**src/rtl/icache_direct_mapped.sv**
```systemverilog
// icache_direct_mapped: direct-mapped instruction cache with byte-serial refill.
// Hits return a registered word one edge after lookup; misses fill a whole line.
module icache_direct_mapped #(
    parameter int LINE_BYTES_LOG = 4,
    parameter int LINES_LOG      = 4
) (
    input  logic        clk_in,
    input  logic        rst_in,
    input  logic        flush_in,
    input  logic [31:0] req_pc,
    input  logic        req_valid,
    output logic [31:0] inst_out,
    output logic        inst_valid,
    output logic        mem_req,
    output logic [31:0] mem_addr,
    input  logic        mem_grant,
    input  logic        mem_valid,
    input  logic [7:0]  mem_byte
);

    localparam int LB    = 1 << LINE_BYTES_LOG;
    localparam int LINES = 1 << LINES_LOG;
    localparam int IDX_L = LINE_BYTES_LOG;
    localparam int TAG_L = LINE_BYTES_LOG + LINES_LOG;
    localparam int TAG_W = 32 - TAG_L;
    localparam int CW    = LINE_BYTES_LOG + 1;

    typedef enum logic {IDLE, FILL} state_t;

    state_t state_q, state_d;

    logic [7:0]                data_q [LINES][LB];
    logic [TAG_W-1:0]          tag_q  [LINES];
    logic [LINES-1:0]          valid_q;
    logic [31:0]               line_base_q;
    logic [CW-1:0]             issue_cnt_q;
    logic [CW-1:0]             recv_cnt_q;
    logic [31:0]               inst_out_q;
    logic                      inst_valid_q;

    logic [LINES_LOG-1:0]      pc_idx;
    logic [TAG_W-1:0]          pc_tag;
    logic [LINE_BYTES_LOG-1:0] pc_off;
    logic [LINES_LOG-1:0]      fill_idx;
    logic                      hit;
    logic                      miss;
    logic                      last_byte;

    // Address decode; the low two pc bits are forced to zero (word aligned).
    always_comb begin
        pc_idx    = req_pc[TAG_L-1:IDX_L];
        pc_tag    = req_pc[31:TAG_L];
        pc_off    = req_pc[LINE_BYTES_LOG-1:0] & ~LINE_BYTES_LOG'(3);
        fill_idx  = line_base_q[TAG_L-1:IDX_L];
        hit       = (state_q == IDLE) && req_valid && valid_q[pc_idx]
                    && (tag_q[pc_idx] == pc_tag);
        miss      = (state_q == IDLE) && req_valid && !hit;
        last_byte = (state_q == FILL) && mem_valid
                    && (recv_cnt_q == CW'(LB - 1));
    end

    // FSM state register.
    always_ff @(posedge clk_in) begin
        if (rst_in) begin
            state_q <= IDLE;
        end else begin
            state_q <= state_d;
        end
    end

    // FSM next-state logic; flush always returns to IDLE.
    always_comb begin
        state_d = state_q;
        if (flush_in) begin
            state_d = IDLE;
        end else begin
            case (state_q)
                IDLE:    if (miss)      state_d = FILL;
                FILL:    if (last_byte) state_d = IDLE;
                default: state_d = IDLE;
            endcase
        end
    end

    // FSM outputs: memory request while bytes remain to be issued.
    always_comb begin
        mem_req  = (state_q == FILL) && (issue_cnt_q < CW'(LB));
        mem_addr = line_base_q + 32'(issue_cnt_q);
    end

    // Lookup result, fill counters, tags and valid bits.
    always_ff @(posedge clk_in) begin
        if (rst_in) begin
            valid_q      <= '0;
            line_base_q  <= '0;
            issue_cnt_q  <= '0;
            recv_cnt_q   <= '0;
            inst_out_q   <= '0;
            inst_valid_q <= 1'b0;
        end else if (flush_in) begin
            valid_q      <= '0;
            issue_cnt_q  <= '0;
            recv_cnt_q   <= '0;
            inst_valid_q <= 1'b0;
        end else begin
            case (state_q)
                IDLE: begin
                    if (hit) begin
                        inst_out_q <= {
                            data_q[pc_idx][pc_off + LINE_BYTES_LOG'(3)],
                            data_q[pc_idx][pc_off + LINE_BYTES_LOG'(2)],
                            data_q[pc_idx][pc_off + LINE_BYTES_LOG'(1)],
                            data_q[pc_idx][pc_off]
                        };
                        inst_valid_q <= 1'b1;
                    end else begin
                        inst_valid_q <= 1'b0;
                    end
                    if (miss) begin
                        line_base_q     <= {req_pc[31:IDX_L], IDX_L'(0)};
                        issue_cnt_q     <= '0;
                        recv_cnt_q      <= '0;
                        valid_q[pc_idx] <= 1'b0;
                    end
                end
                FILL: begin
                    inst_valid_q <= 1'b0;
                    if (mem_req && mem_grant) begin
                        issue_cnt_q <= issue_cnt_q + CW'(1);
                    end
                    if (mem_valid) begin
                        recv_cnt_q <= recv_cnt_q + CW'(1);
                    end
                    if (last_byte) begin
                        tag_q[fill_idx]   <= line_base_q[31:TAG_L];
                        valid_q[fill_idx] <= 1'b1;
                    end
                end
                default: inst_valid_q <= 1'b0;
            endcase
        end
    end

    // Line data storage; bytes land in arrival order during a fill.
    always_ff @(posedge clk_in) begin
        if (!rst_in && !flush_in && (state_q == FILL) && mem_valid) begin
            data_q[fill_idx][recv_cnt_q[LINE_BYTES_LOG-1:0]] <= mem_byte;
        end
    end

    assign inst_out   = inst_out_q;
    assign inst_valid = inst_valid_q;

endmodule

```
**config.mk**
```make
export PLATFORM = sky130hd
export DESIGN_NAME = icache_direct_mapped
export DESIGN_NICKNAME = d
export VERILOG_FILES = /design/src/rtl/icache_direct_mapped.sv
export SDC_FILE = /design/constraint.sdc
export NUM_CORES = 2
export LEC_CHECK = 0
export BUFFER_PORTS_ARGS = -buffer_cell sky130_fd_sc_hd__buf_2
export CORE_MARGIN = 2
export CORE_UTILIZATION = 60
export CTS_CLUSTER_DIAMETER = 200
export DETAILED_ROUTE_END_ITERATION = 8
export PLACE_DENSITY_LB_ADDON = 0.1
export SETUP_SLACK_MARGIN = 0.1
export SLEW_MARGIN = 20
export SYNTH_ARGS = -nofsm -noshare
export SYNTH_HDL_FRONTEND = slang
export SYNTH_SLANG_ARGS = --single-unit
```
**constraint.sdc**
```tcl
create_clock -name clk_in -period 9.38 [get_ports clk_in]
set_clock_uncertainty 0.1 [all_clocks]
set_input_delay 0 -clock clk_in [delete_from_list [all_inputs] [get_ports clk_in]]
set_output_delay 0 -clock clk_in [all_outputs]
set_load 0.01 [all_outputs]
```
======== Word-level counts from Yosys, hierarchy flattened ========
Memory sizes are Yosys's and may differ from the RTL's.
Index checks and enable logic that the tools add are counted.
Widths: inputs -> output; s select.
word-level totals
  register bits ........................... 88
  memory bits (writable) .................. 2432
  output and inout port bits .............. 66
  word-level logic and storage cells ...... 105
  memories kept ........................... 2
memories
  memory  words  bits a word  read ports  clocked after memory_dff  write ports  line  RTL
  data_q  16     128          1           0                         1            32    logic [7:0] data_q [LINES][LB];
  tag_q   16     24           1           0                         1            33    logic [TAG_W-1:0] tag_q [LINES];
cells by class
  add/subtract/negate cells ............... 6
  $lt $le $gt $ge ......................... 11
  equality and inequality tests ........... 6
  mux-type cells .......................... 40
  bitwise logic cells ..................... 10
  reduce and logical (&&, ||, !) cells .... 23
operator list
  operator             number
  $bmux 8 s4           4
  $mux 128             1
  $mux 8               9
  $add 32x5->32        1
  $demux 8 s4          1
  $mux 16              2
  $pmux 16 s2          1
  $ge 5x5->1 const B   5
  $not 4->5            5
  $eq 24x24->1         1
  $pmux 5 s2           2
  $and 16x16->16       1
  $not 16->16          1
  $or 16x16->16        1
  $mux 5               3
  $logic_and 1x1->1    14
  $mux 1               12
  $add 5x1->5 const B  2
  $lt 4x5->1 const B   2
  $add 4x2->4 const B  2
  $demux 1 s4          2
  $ge 4x1->1 const B   2
  $reduce_and 2->1     3
  $reduce_and 3->1     2
  other kinds (11)     17

======== Longest topological paths before layout ========
  word-level depth ........................ 8
  mapped depth ............................ 16
  mapped depth without buffers ............ 10

======== Worst setup path before layout ========
No wires, ideal clock.
  path type ............................... input -> register
  from .................................... in req_pc[4]
  to ...................................... reg inst_out_q[0], in the netlist inst_out[0]
  arrival time ............................ 3097 ps
  data required time ...................... 9155 ps
  setup slack ............................. 6058 ps
  cell stages on the path ................. 11
  buffers on the path ..................... 6
  cells stage by stage .................... buf_2 > buf_6 > buf_4 > buf_6 > clkbuf_1 > buf_1 > mux4_2 > mux4_2 > mux4_2 > mux2i_1 > nor2_1
on the way
  longest elaborated chain between the ends .. 5
  elaborated cells on any way between the ends .. 11
  those cells by class .................... 1 x eq/ne; 5 x mux; 3 x reduce/logical; 2 x memory
ends and longest elaborated chain
  item                                                                    line  RTL
  start, declared                                                         10    input logic [31:0] req_pc,
  parallel branches: the longest is 5 deep, another holds $mem_v2 16x128  n/a
  end signal, assigned                                                    109   inst_out_q <= {
  end, declared                                                           38    logic [31:0] inst_out_q;
Several ways; the timed one is not identified. The select of a mux whose other input is x is not followed.
A chain may end at the register's enable or synchronous reset.

======== Worst setup path in the final report ========
  from .................................... in req_pc[7]
  to ...................................... reg line_base_q[19]
on the way
  longest elaborated chain between the ends .. 7
  elaborated cells on any way between the ends .. 9
  those cells by class .................... 1 x eq/ne; 2 x mux; 5 x reduce/logical; 1 x memory
ends and longest elaborated chain
  item                                                                   line  RTL
  parallel branches: the longest is 3 deep, another holds $mem_v2 16x24  n/a
  $logic_and 1x1->1 *                                                    56    && (tag_q[pc_idx] == pc_tag);
  $logic_not 1->1 *                                                      57    miss = (state_q == IDLE) && req_valid && !hit;
  $logic_and 1x1->1 *                                                    57
  $reduce_and 3->1 (no source line) *                                    n/a
  end signal, assigned                                                   120   line_base_q <= {req_pc[31:IDX_L], IDX_L'(0)};
  end, declared                                                          35    logic [31:0] line_base_q;
Mark *: on every way between the ends. The select of a mux whose other input is x is not followed.

==> metrics.md <==
| Metric | Value |
|---|---|
| CP max stage delay | `0.93 ns` |
| Reg2Reg Depth | `11` |
| Relative slew slack | `23.7%` |
| Synth Instances | `4421` |
| Area growth syn-to-layout | `12.3%` |
| Post-synthesis sequential area ratio | `76.1%` |
| Period Utilization, post-route | `53.9%` |
| CP required | `10.02 ns` |
| # fillers | `10100` |
| Critical-path maximum fanout | `52` |
| Critical path startpoint category | `input pin` |
| Worst path slowest cell | `nor2b_1` |
| Avg Synthesized Cell Area | `22.2 sq um` |
| Post-layout minimum cycle time | `5.05 ns` |
| Worst Setup Slack, final | `4.33 ns` |
| CP Cell Sequence | `dlygate4sd3_1, buf_8, buf_4, nor2b_1, a221oi_1, xnor2_1, nor4_1, o2111ai_2, nor3_2, nor3_2, buf_4, mux2i_1, dlygate4sd3_1` |
| Hold WC Path Type | `input pin to flop` |
| Yosys warnings | `0` |
| Initial Util | `60.4%` |
| Number of setup violations in the final report | `0` |
| I/O pin cnt | `112` |
| Nets | `4765` |
| Synthesized area | `98300 sq um` |
| Footprint of the multi-input gates | `22400 sq um` |
| Maximum vdd drop | `0.181 mV` |
| RSZ-0062 raised after global routing | `no` |
| Synth unique cells | `69` |
| Buffers added on ports | `109` |
| Die height | `409 um` |
| First-pass GRT wire length | `327 mm` |
| Vias | `46000` |
| GPL Wtd Cong | `0.785` |
| Setup crit start | `req_pc[7]` |
| Power Density | `208 nW/um^2` |
| Post-synth top area share | `74.3%` |
| Drt wl/cell | `31.9 um` |
| CTS resizes | `0` |
| Number of H-tree levels | `4` |
| Synth area leaders | `edfxtp_1 74%, mux4_2 17%, dfxtp_1 1.8%` |
| Slew @ Worst Pin | `1.14 ns` |
| Die area | `167000 sq um` |
| Critical R2R Launch | `tag_q[14][2]` |
| Worst Min Path Start | `mem_byte[4]` |
| Top-count cell post-synth | `edfxtp_1` |
| Synth Flop Type | `edfxtp_1` |
| Antenna cells | `0` |
| Min-Delay Path Depth | `2` |
| FP Rows | `148` |
| Antenna viol nets, final | `0` |
| Syn nets | `4475` |
| Hold Path Sink | `data_q[5][84]` |
| Initial antenna violation count | `6` |
| Setup TNS Final | `0 ns` |
| Longest Clk Path Bufs | `3` |
| Final Hold Viols | `0` |
| CTS buffer count | `239` |
| Leakage | `34.2 nW` |
| Status | `finished, final reports clean` |
| Die width | `409 um` |
| Post-route insts no fill | `7096` |
| # clock sinks | `2520` |
| Worst slack at placement | `4.05 ns` |
| DRT iter0 DRCs | `5788` |
| Fmax | `198 MHz` |
| Synth area leader | `edfxtp_1` |
| Largest net degree at the start of global routing | `167` |
| Maxcap violations | `0` |
| Overall power | `22.9 mW` |
| Commonest cells in the netlist | `2432 x edfxtp_1, 737 x mux4_2, 342 x nor2_1` |
| R2R setup slack | `4.93 ns` |
| Number of synthesized flops with an enable pin | `2432` |
| Crit path DAT | `5.69 ns` |
| Via density | `6.48` |
| CTS tree | `built` |
| Max Transition Viols Final | `0` |
| Final Util | `67.8%` |
| Clk Latency, worst-skew pair | `0.86 ns` |
| Clock root cell | `clkbuf_16` |
| Detailed Route WL | `226 mm` |
| Storage element area | `74800 sq um` |
| Share of cells above drive strength 1 | `26.6%` |
| Dpl cells | `6522` |
| Vias in the first global route | `46000` |
| DRC errors left | `0` |
| Synth Register Bits | `2520` |
| Crit. End Element | `flop` |
| GRT Total Usage | `27.5%` |
| Post-CTS Setup Inserts | `0` |
| Post-synth ARST share | `0%` |
| Setup CP Type | `input pin to flop` |
| Clock transition at path regs | `0.06 ns` |
| Worst flop-to-flop path endpoint | `line_base_q[19]` |
| Drt first pass iters | `6` |
| Total grt overflow | `0` |
| Post-CTS Hold Buffers | `116` |
| Hpwl dp | `127 mm` |
| Core area | `163000 sq um` |
-- critical path: cells and delay by family --
family                 cells  cell delay, ns
multiplexers               1            0.21
buffers and inverters      5            2.72
AND/OR/NAND/NOR            4            1.93
AO/OA/AOI/OAI              2            0.52
XOR/XNOR                   1            0.20
-- metal layers --
layer	vias up	share of wire [%]	global-route usage [%]	wire (um)
li1	19100	-	-	-
met4	0	2.3	6.85	5190
met5	-	0	0	0
met1	24600	40	40.7	91300
met2	1994	50	44.0	112000
met3	325	7.7	4.17	17500
-- report_power, final --
part           leakage [nW]  internal [mW]  switching (mW)  total, mW
Clock                  3.78           5.45            4.03       9.48
Combinational          8.09          0.451           0.639       1.09
Sequential             22.3           12.3          0.0311       12.4
-- how the worst max path moves through the flow --
stage | to | slack (ns) | cells past startpoint
4_1_cts | inst_out[27] | 4.58 | 10
6_report | line_base_q[19] | 4.33 | 13
3_5_place_dp | inst_out[27] | 4.05 | 12
3_3_place_gp | inst_out[19] | 4.08 | 12
2_1_floorplan | inst_out[0] | 6.06 | 11
5_1_grt | line_base_q[19] | 4.23 | 13
-- stage by stage --
stage / cell area, sq um / hold WS, ns
3_5_place_dp: 101000 / 0.207
3_3_place_gp: 101000 / 0.198
4_1_cts: 110000 / 0.0684
5_1_grt: 110000 / 0.0287
2_1_floorplan: 98300 / -0.00113
6_report: 110000 / 0.0342
-- layout by cell type (no fill, tap or decap), types with 9 or more instances in the layout --
cell / netlist / routed
o21ai_0: 10 / 10
buf_2: 13 / 96
clkbuf_16: 0 / 248
mux4_2: 737 / 737
dlygate4sd3_1: 4 / 116
clkinv_1: 0 / 62
and3_1: 15 / 15
nor3_1: 15 / 14
a22oi_1: 13 / 13
mux2i_1: 147 / 147
xor2_1: 20 / 20
a31oi_1: 10 / 10
nand2_1: 59 / 50
dfxtp_1: 88 / 88
buf_4: 12 / 73
bufinv_16: 0 / 21
nand2_2: 0 / 9
nand3_1: 27 / 20
nand2b_1: 59 / 59
edfxtp_1: 2432 / 2432
clkinv_2: 0 / 45
clkbuf_1: 149 / 55
a21oi_1: 15 / 15
nor2_1: 342 / 325
nor2_4: 0 / 17
nor2b_1: 11 / 10
xnor2_1: 33 / 33
clkbuf_8: 0 / 14
inv_1: 13 / 13
a22o_1: 17 / 17
-- cells by family (layout without fill, tap and decap cells) --
family / after synthesis / count (layout) / synth area share [%]
buffers and inverters: 273 / 773 / 1.31
multiplexers: 894 / 894 / 18.6
flip-flops: 2520 / 2520 / 76.1
AND/OR/NAND/NOR: 560 / 560 / 2.53
XOR/XNOR: 53 / 53 / 0.472
AO/OA/AOI/OAI: 113 / 113 / 0.878
adder cells (fa/ha/maj): 8 / 8 / 0.102
-- registers in the layout, indices dropped and copies added (netlist names) --
register     cells
data_q        2048
tag_q          384
inst_out        32
line_base_q     28
valid_q         16
issue_cnt_q      5
recv_cnt_q       5
inst_valid       1
state_q          1
-- area by class of cell --
class	instances	share of cell area (%)
Inverter	14	0.0476
Clock inverter	139	1.08
Sequential cell	2520	67.8
Multi-Input combinational cell	1628	20.3
Clock buffer	312	5.92
Timing Repair Buffer	308	2.40
Tap cell	2175	2.47
No activity file was read; power rests on OpenSTA's default activity.
